$ cat src/rtl/seq_detector_param.sv
// -----------------------------------------------------------------------------
// seq_detector_param
//   Serial bit-stream detector. One bit of `w` is shifted into a history
//   register on every enabled clock. The block raises a single-cycle `out`
//   pulse either when the last LEN bits equal PATTERN (mode=0) or when the last
//   LEN bits are all the same value (mode=1, run detect). A saturating counter
//   tallies matches since reset.
//
//   Parameters
//     LEN      pattern / run length in bits, legal 2..16
//     PATTERN  target pattern, MSB is the oldest (first received) bit
//     OVERLAP  1: bits of one match may be reused by the next
//              0: history restarts after each match
//     CNT_W    width of match_count
//
//   Ports
//     clk          rising-edge clock
//     reset        synchronous active-high reset
//     en           sample enable; w is consumed only when en=1
//     w            serial data bit
//     mode         0 = pattern detect, 1 = run detect
//     out          registered match pulse, one cycle per match
//     match_count  saturating number of matches since reset
//     hist_full    history holds LEN valid bits (fill == LEN)
// -----------------------------------------------------------------------------
module seq_detector_param #(
    parameter int             LEN     = 4,
    parameter logic [LEN-1:0] PATTERN = 4'b1101,
    parameter bit             OVERLAP = 1'b1,
    parameter int             CNT_W   = 8
) (
    input  logic             clk,
    input  logic             reset,
    input  logic             en,
    input  logic             w,
    input  logic             mode,
    output logic             out,
    output logic [CNT_W-1:0] match_count,
    output logic             hist_full
);

    localparam int FW = $clog2(LEN + 1);
    localparam logic [FW-1:0] FILL_MAX = FW'(LEN);

    logic [LEN-1:0]   hist_q, hist_d, hist_n;
    logic [FW-1:0]    fill_q, fill_d, fill_n;
    logic [CNT_W-1:0] cnt_q, cnt_d;
    logic             mode_q;
    logic             out_q;
    logic             mode_chg;
    logic             pat_ok;
    logic             hit;

    // Candidate history/fill if this edge consumes a bit.
    assign hist_n   = {hist_q[LEN-2:0], w};
    assign fill_n   = (fill_q == FILL_MAX) ? fill_q : fill_q + FW'(1);
    assign mode_chg = (mode != mode_q);

    // Compare against the stored mode: a mode change edge never matches anyway.
    assign pat_ok = mode_q ? ((hist_n == '0) || (hist_n == '1))
                           : (hist_n == PATTERN);
    assign hit    = en && !mode_chg && (fill_n == FILL_MAX) && pat_ok;

    always_comb begin
        hist_d = hist_q;
        fill_d = fill_q;
        cnt_d  = cnt_q;
        // History keeps shifting through a mode change; only fill restarts.
        if (en)
            hist_d = hist_n;
        if (mode_chg)
            fill_d = '0;
        else if (en)
            fill_d = (hit && !OVERLAP) ? '0 : fill_n;
        // Saturate instead of wrapping.
        if (hit && (cnt_q != {CNT_W{1'b1}}))
            cnt_d = cnt_q + CNT_W'(1);
    end

    always_ff @(posedge clk) begin
        if (reset) begin
            hist_q <= '0;
            fill_q <= '0;
            cnt_q  <= '0;
            out_q  <= 1'b0;
            mode_q <= mode;
        end else begin
            hist_q <= hist_d;
            fill_q <= fill_d;
            cnt_q  <= cnt_d;
            out_q  <= hit;
            mode_q <= mode;
        end
    end

    assign out         = out_q;
    assign match_count = cnt_q;
    assign hist_full   = (fill_q == FILL_MAX);

endmodule
$ cat config.mk
export PLATFORM = sky130hd
export DESIGN_NAME = seq_detector_param
export DESIGN_NICKNAME = d
export VERILOG_FILES = /design/src/rtl/seq_detector_param.sv
export SDC_FILE = /design/constraint.sdc
export NUM_CORES = 1
export LEC_CHECK = 0
export BUFFER_PORTS_ARGS = -buffer_cell sky130_fd_sc_hd__buf_2
export CAP_MARGIN = 20
export CELL_PAD_IN_SITES_DETAIL_PLACEMENT = 1
export CELL_PAD_IN_SITES_GLOBAL_PLACEMENT = 1
export CORE_MARGIN = 2
export CORE_UTILIZATION = 39
export DETAILED_ROUTE_END_ITERATION = 10
export GPL_TIMING_DRIVEN = 0
export PLACE_DENSITY = 0.86
export RECOVER_POWER = 100
export SETUP_SLACK_MARGIN = 0.2
export SYNTH_ARGS = -nofsm -noshare
export SYNTH_HDL_FRONTEND = slang
export SYNTH_SLANG_ARGS = --single-unit
$ cat constraint.sdc
create_clock -name clk -period 3 [get_ports clk]
set_clock_uncertainty 0.15 [all_clocks]
set_input_delay 0.6 -clock clk [delete_from_list [all_inputs] [get_ports clk]]
set_output_delay 0.6 -clock clk [all_outputs]
set_load 0.02 [all_outputs]
After elaboration in Yosys (flattened, before gate mapping)
Cells that the tools add are included.
- add/sub/neg operators: 2
- eq/ne operators: 6
- muxes and demuxes: 2
- reduce and logical (&&, ||, !) cells: 8
- operators with widths (cell ; count):
    8-bit by 1-bit adder with 8-bit output (second input constant) ; 1
    4-bit equality test (second input constant) ; 2
    8-bit inequality test (second input constant) ; 1
    3-bit equality test (second input constant) ; 2
    1-bit logical AND ; 4
    4-bit zero test ; 1
    3-bit by 1-bit adder with 3-bit output (second input constant) ; 1
    3-bit 2-to-1 mux ; 1
    2-bit OR reduction ; 1
    1-bit zero test ; 1
    1-bit logical OR ; 1
    1-bit 2-to-1 mux ; 1
    1-bit inequality test ; 1
- bits in registers: 16
- input bits: 5
- output and inout bits: 10
- word-level logic and storage cells: 23

Longest topological paths before layout
Gate-level depths: netlist of run 1.
- depth after elaboration: 6
- mapped depth: 8
- gate-level depth less buffers: 7

Worst setup path before layout of run 1
Ideal clock, no wire load.
- path kind: input port to flip-flop
- from: input port en
- to: register cnt_q[5], in the netlist match_count[5]
- library setup time: 0.121 ns
- arrival time: 1.956 ns
- data required time: 2.729 ns
- setup slack: 0.773 ns
- cell stages on the path: 6
- cell sequence: clkbuf_1 -> nand2b_1 -> a211o_1 -> buf_6 -> nor4_2 -> mux2_2
- longest elaborated chain between the ends: 4
- RTL lines (element ; line ; text):
    start, declared ; 34 ; input logic en,
    1-bit logical AND (3 in series) ; 62 ; assign hit = en && !mode_chg && (fill_n == FILL_MAX) && pat_ok;
    1-bit logical AND ; 76 ; if (hit && (cnt_q != {CNT_W{1'b1}}))
    end signal, assigned ; 90 ; cnt_q <= cnt_d;
    end, declared ; 47 ; logic [CNT_W-1:0] cnt_q, cnt_d;
No other way between the ends.
A chain may end at the register's enable or synchronous reset.

Worst setup path in the final report of run 1
- from: register fill_q[0]
- to: register cnt_q[5], in the netlist match_count[5]
- longest elaborated chain between the ends: 6
- RTL lines (element ; line ; text):
    start, declared ; 46 ; logic [FW-1:0] fill_q, fill_d, fill_n;
    start signal, assigned ; 89 ; fill_q <= fill_d;
    3-bit by 1-bit adder with 3-bit output / 3-bit equality test (equally long branches) ; 56 ; assign fill_n = (fill_q == FILL_MAX) ? fill_q : fill_q + FW'(1);
    3-bit 2-to-1 mux * ; 56 ;
    3-bit equality test * ; 62 ;
    1-bit logical AND * (2 in series) ; 62 ;
    1-bit logical AND * ; 76 ;
Every way passes the cells marked *; elsewhere a longest branch is shown, timed or not.

==> metrics, run 1 <==
Placer Congestion 0.797; Slew HR 0.679; GR Overflow Total 0; top_reg_cell synth dfxtp_1; mux cell area share after synthesis 0.0753; Die Wd 50.2 um; Root Buffer clkbuf_4; Synth cell types 33; Compound-Gate Fraction of Synth Area 0.139; layout cell share with drive strength beyond 1 0.0917; Rows 16; Final setup viols 0; VDD IR max between 0.0002 and 0.00025 V; register area share after synthesis 0.386; Post-Synthesis Cell Area 831 um2; top post-synthesis cells by area dfxtp_1, a21oi_1, mux2i_1, ha_1, nor2_1; post-CTS setup buffers 0; Final #Nets about 120; Synth Warn # 0; arrival time worst endpoint approximately 2.6 ns; # hold bufs at CTS 0; HPWL Detailed about 1500 um; Routed WL about 2000 um; DR vias/cell 5.46; worst hold path class in -> reg; setup TNS 0 ns; simple-gate share of the synthesized area 0.270; fillers between 200 and 250; Hold Vio Cnt, Final 0; Post-Synthesis Cells slightly above 90; ys async rst share 0; 1st-pass router iterations 4; Antenna Nets Post-Route 0; CP startpoint kind register; clk sinks 16; Critical Path End Type register; worst slew pin tran ~0.48 ns; largest net degree at the start of global routing 11; worst path cell trace inv_1 -> ha_1 -> and4bb_2 -> a311oi_1 -> a211o_1 -> clkbuf_1 -> nor4_1 -> mux2_2; critical path class reg -> reg; Yosys reg bits 16; Area growth, synth to finish 11.3%; number of diodes 0; Core Box Area approximately 2000 um2; Clk Latency, worst-skew pair slightly below 0.3 ns; Leakage approximately 0.34 nW; Slew Limit Fails 0; Global Route Usage Sum 0.171; DR WL/cell 14.5 um; port buffer count 13; Post-synth top cells dfxtp_1, nor2_1, a21oi_1, inv_1; initial antenna violation count 0; largest family of logic cells by synthesized area simple AND/OR/NAND/NOR gates; area share of fa/ha/maj cells after synthesis 0.0452; CTS Buffer Depth 2; Die Y 50.2 um; DR DRC count 0; EDFF count, synth 0; 1st-iter DRT viols 7; io pins 15; largest area contributor in the netlist dfxtp_1; routed vias about 740; Critical Path RT 3.03 ns; fin crit period 2.56 ns; htree depth 1; RSZ-0062 raised after global routing false; syn avg cell area ~9 um2; status completed; post-synthesis xor/xnor area fraction 0.0316; Period Utilization, post-route 0.855; Max Fclk 390 MHz; maximum fanout along the worst path 10; CTS buffer count 3; Worst-path clk slew about 0.1 ns; final hold slack approximately 0.30 ns; vias in the first global route 748; PwrDens roughly 400 nW/um2; first-pass GRT wire length 3230 um; post-synth top area share 0.386; Initial Util 0.419; slowest cell on the critical path dfxtp_1; cell with the most instances after synthesis dfxtp_1; Die Area roughly 2500 um2; MaxCap Viol Count 0; Syn Nets between 100 and 150; post-CTS sizing 0; Largest stage delay, worst path between 0.3 and 0.4 ns; TritonCTS clock tree yes
-- cells by family after synthesis --
family                     count (synthesis)
AOI/OAI and AO/OA                         18
xor gates and xnor gates                   3
adders and majority gates                  3
buffers and inverters                     10
DFF                                       16
muxes                                      6
and+or+nand+nor                           37
-- power breakdown --
part	total, mW	internal [mW]	switching [mW]
logic	0.0343	0.0132	0.0211
clock network	0.115	0.0466	0.0682
registers	0.219	0.216	0.00363
-- sequential cells by signal (all words and copies together) (netlist names) --
name and cells:
fill_q 3, hist_q 3, match_count 8, mode_q 1, out 1
-- routing by layer --
| metal | global-route usage | vias up | share of wire | wire [um] |
|---|---|---|---|---|
| met1 | 0.207 | 352 | 0.46 | 910 |
| met2 | 0.300 | 13 | 0.50 | 987 |
| met5 | 0 | - | 0 | 0 |
| met3 | 0.0268 | 2 | 0.028 | 56 |
| met4 | 0.0694 | 0 | 0.011 | 21 |
| li1 | - | 375 | - | - |
-- through the flow --
stage	total power, mW	cell area (um2)	setup slack, ns	cells	utilization
final	0.368	925	0.436	136	0.467
after global routing	0.385	925	0.304	136	0.467
after CTS	0.371	952	0.585	136	0.480
after detailed placement	0.260	930	0.541	133	0.469
after global placement	0.257	930	0.597	133	0.469
after floorplan	0.248	831	0.773	93	-
-- critical path: cells and delay by family (launching register included) --
| family | cells | cell delay [ns] |
|---|---|---|
| and+or+nand+nor | 2 | 0.64 |
| DFF | 1 | 0.38 |
| muxes | 1 | 0.37 |
| AOI/OAI and AO/OA | 2 | 0.35 |
| buffers and inverters | 2 | 0.32 |
| adders and majority gates | 1 | 0.24 |
-- cells in the final DEF, fill, tap and decap left out, drive strengths merged, types with 2 or more instances in the layout --
cell / instances
dfxtp: 16
mux2i: 4
buf: 2
nand2: 4
ha: 3
a21oi: 9
nand4: 4
inv: 6
xnor2: 2
nor2: 10
nand3: 2
o41ai: 2
mux2: 2
o31ai: 2
nor3: 2
o21ai: 2
nor2b: 2
or4: 2
nor4: 2
clkbuf: 18
-- path summary, 6_finish.rpt --
kind / slack [ns] / end / cells past startpoint / from
setup / recovery: 0.44 / match_count[5] / 8 / fill_q[0]
hold reg to reg: 0.35 / match_count[4] / 2 / match_count[4]
hold / removal: 0.30 / mode_q / 1 / mode
setup reg to reg: 0.44 / match_count[5] / 8 / fill_q[0]
-- area by class of cell --
class | instances | area, um2 | share of cell area
flip-flops and latches | 16 | 320 | 0.346
clock buffers | 3 | 22.5 | 0.0244
repair buffers | 13 | 51.3 | 0.0555
inverters | 6 | 22.5 | 0.0244
well taps | 27 | 33.8 | 0.0365
multi-input cells | 67 | 459 | 0.497
plain buffers | 4 | 15.0 | 0.0162
(Power assumes the default switching activity.)
==> run 2: changes to the inputs <==
--- a/config.mk
+++ b/config.mk
@@ -5,15 +5,16 @@
 export SDC_FILE = /design/constraint.sdc
 export NUM_CORES = 1
 export LEC_CHECK = 0
+export ABC_AREA = 1
 export BUFFER_PORTS_ARGS = -buffer_cell sky130_fd_sc_hd__buf_2
 export CAP_MARGIN = 20
 export CELL_PAD_IN_SITES_DETAIL_PLACEMENT = 1
 export CELL_PAD_IN_SITES_GLOBAL_PLACEMENT = 1
 export CORE_MARGIN = 2
-export CORE_UTILIZATION = 39
+export CORE_UTILIZATION = 38
 export DETAILED_ROUTE_END_ITERATION = 10
 export GPL_TIMING_DRIVEN = 0
-export PLACE_DENSITY = 0.86
+export PLACE_DENSITY = 0.88
 export RECOVER_POWER = 100
 export SETUP_SLACK_MARGIN = 0.2
 export SYNTH_ARGS = -nofsm -noshare
==> run 2 against run 1 <==
Compared with the run above: cell count rose by 47%; area after synthesis rose by 19%; clock power rose by 28%; worst hold slack improved by 0.0031 ns; first-iteration DRC count rose by 57%; register-to-register slack improved by 0.30 ns; combinational power rose by 5.8%; critical path type unchanged; critical endpoint is now match_count[0].
==> metrics, run 2 <==
status completed; worst reg-to-reg path cell count 10 (+2); HPWL Detailed 2010 um (+33%); worst path cell trace inv_1 -> ha_1 -> nand2_1 -> nand2_1 -> nand2_1 -> nand3_2 -> nor2_1 -> nand3_4 -> nor2_1 -> nor2_1; hold path depth 1 (unchanged); initial antenna violation count 0 (unchanged); post-CTS sizing 0 (unchanged); largest net degree at the start of global routing 11 (unchanged); Final #Nets 179 (+50%); Die Area 3020 um2 (+20%); Placer Congestion 0.878 (+10%); CP startpoint kind register; PwrDens 371 nW/um2 (-6.9%); CTS buffer count 3 (unchanged); register area share after synthesis 0.324 (-0.0611); Post-synth top cells nand2_1, nor2_1, inv_1, dfxtp_1, nand3_1; Global Route Usage Sum 0.185 (+0.0135); clk sinks 16 (unchanged); Rows 18 (+2); number of diodes 0 (unchanged); Hold Vio Cnt, Final 0 (unchanged); Final setup viols 0 (unchanged); RSZ-0062 raised after global routing false; Synth cell types 21 (-36%); post-synth top area share 0.324 (-0.0611); Core Box Area 2480 um2 (+25%); post-CTS setup buffers 0 (unchanged); M2 GR Usage 0.329 (+0.0289); maximum fanout along the worst path 9 (-1); critical path class reg -> reg; Yosys reg bits 16 (unchanged); worst slew pin tran 0.683 ns (+0.202 ns); Leakage 0.489 nW (+46%); Clk Latency, worst-skew pair 0.30 ns (about the same); io pins 15 (unchanged); worst flop-to-flop path endpoint match_count[0]; htree depth 1 (unchanged); arrival time worst endpoint 2.32 ns (-0.27 ns); Post-DP Area 1090 um2 (+17%); Largest stage delay, worst path 0.54 ns (+0.16 ns); Slew HR 0.543 (-0.136); cell with the most instances after synthesis nand2_1; worst r2r src fill_q[0]; DR WL/cell 12.5 um (-14%); Critical Path End Type register; CTS Buffer Depth 2 (unchanged); GR Overflow Total 0 (unchanged); Power Total 0.405 mW (+10%); Die Wd 55.0 um (+9.6%); commonest non-fill, non-tap cell in the layout nand2_1; Antenna Nets Post-Route 0 (unchanged); Root Buffer clkbuf_4; Storage cell area 320 um2 (unchanged); global route hottest layer met2; routed vias 979 (+32%); MaxCap Viol Count 0 (unchanged); 1st-pass router iterations 4 (unchanged); fillers 365 (+47%); EDFF count, synth 0 (unchanged); Die Y 55.0 um (+9.6%); HP Start mode; top post-synthesis cells by area dfxtp_1, nand2_1, nor2_1, inv_1, nand3_1; DR DRC count 0 (unchanged); DR vias/cell 4.90 (-10%); met1 usage 0.213 (+0.00646); fin crit period 2.26 ns (-0.302 ns); Worst Hold End mode_q; Syn Nets 161 (+59%); worst hold path class in -> reg; Area growth, synth to finish 10.6%; syn avg cell area 6.45 um2 (-28%); commonest cells after routing, fill and taps aside nand2_1, nor2_1, inv_1; TritonCTS clock tree yes; port buffer count 13 (unchanged); Post-Synthesis Cell Area 987 um2 (+19%); Post-Synthesis Cells 153 (+65%); 1st-iter DRT viols 11 (+4); Initial Util 0.398 (-0.0207); met3 GRT Util 0.0430 (+0.0162); multi-input logic area 538 um2 (+17%); Slew Limit Fails 0 (unchanged); final hold slack 0.300 ns (+0.00309 ns); # hold bufs at CTS 0 (unchanged); fin area 1090 um2 (+18%); setup TNS 0 ns (unchanged); Period Utilization, post-route 0.754 (-0.101); Max Fclk 442 MHz (+13%); Worst-path clk slew 0.10 ns (about the same); number of flip-flops in the largest register 8 (unchanged); layout cell share with drive strength beyond 1 0.112 (+0.0200); Routed WL 2500 um (+27%); VDD IR max 0.000219 V (-5.4%); Critical Path RT 3.05 ns (+0.02 ns); Reg2Reg Setup Slack 0.74 ns (+0.30 ns); vias in the first global route 936 (+25%); slowest cell on the critical path nor2_1; top_reg_cell synth dfxtp_1; ys async rst share 0 (unchanged); Synth Warn # 0 (unchanged); first-pass GRT wire length 3970 um (+23%); largest area contributor in the netlist dfxtp_1
run 2: how the worst max path moves through the flow:
stage,from,endpoint,slack [ns]
detailed placement,fill_q[0],match_count[0],1.15
floorplan,fill_q[0],match_count[0],1.38
global route,fill_q[0],match_count[0],0.54
finish,fill_q[0],match_count[0],0.74
CTS,fill_q[0],hist_full,0.93
global placement,fill_q[0],match_count[1],1.25
run 2: worst max-delay path, delay by kind of cell (launching register included):
kind          cells  cell delay [ns]
simple gates      8             1.29
flops             1             0.40
fa+ha+maj         1             0.24
buf+inv           1             0.08
run 2: logic make-up (layout without fill, tap and decap cells):
family          Yosys count  count (layout)  share of synthesized area
fa+ha+maj                 3               3                     0.0380
flops                    16              16                      0.324
simple gates             97              97                      0.461
compound gates           10              10                     0.0646
buf+inv                  27              44                      0.112
run 2: report_power, final:
part,total (mW),internal (mW),switching [mW],leakage [nW]
clock network,0.147,0.0740,0.0734,0.0210
logic,0.0363,0.0113,0.0249,0.338
registers,0.222,0.217,0.00499,0.130
total,0.405,0.302,0.103,0.489
run 2: per-layer routing:
metal,vias up,wire (um)
met4,0,31
met2,12,1290
met5,-,0
li1,509,-
met3,5,71
met1,453,1110
run 2: area by class of cell:
cell class              instances  area share
plain buffers                   1      0.0103
clock buffers                   4      0.0332
inverters                      26      0.0905
multi-input cells             110       0.493
flip-flops and latches         16       0.293
well taps                      30      0.0344
repair buffers                 13      0.0458
run 2: metrics by stage:
step                cells  worst slack (ns)  utilization
finish                200             0.737        0.441
global route          200             0.540        0.441
CTS                   200             0.934        0.455
detailed placement    196              1.15        0.440
global placement      196              1.25        0.440
floorplan             153              1.38            -
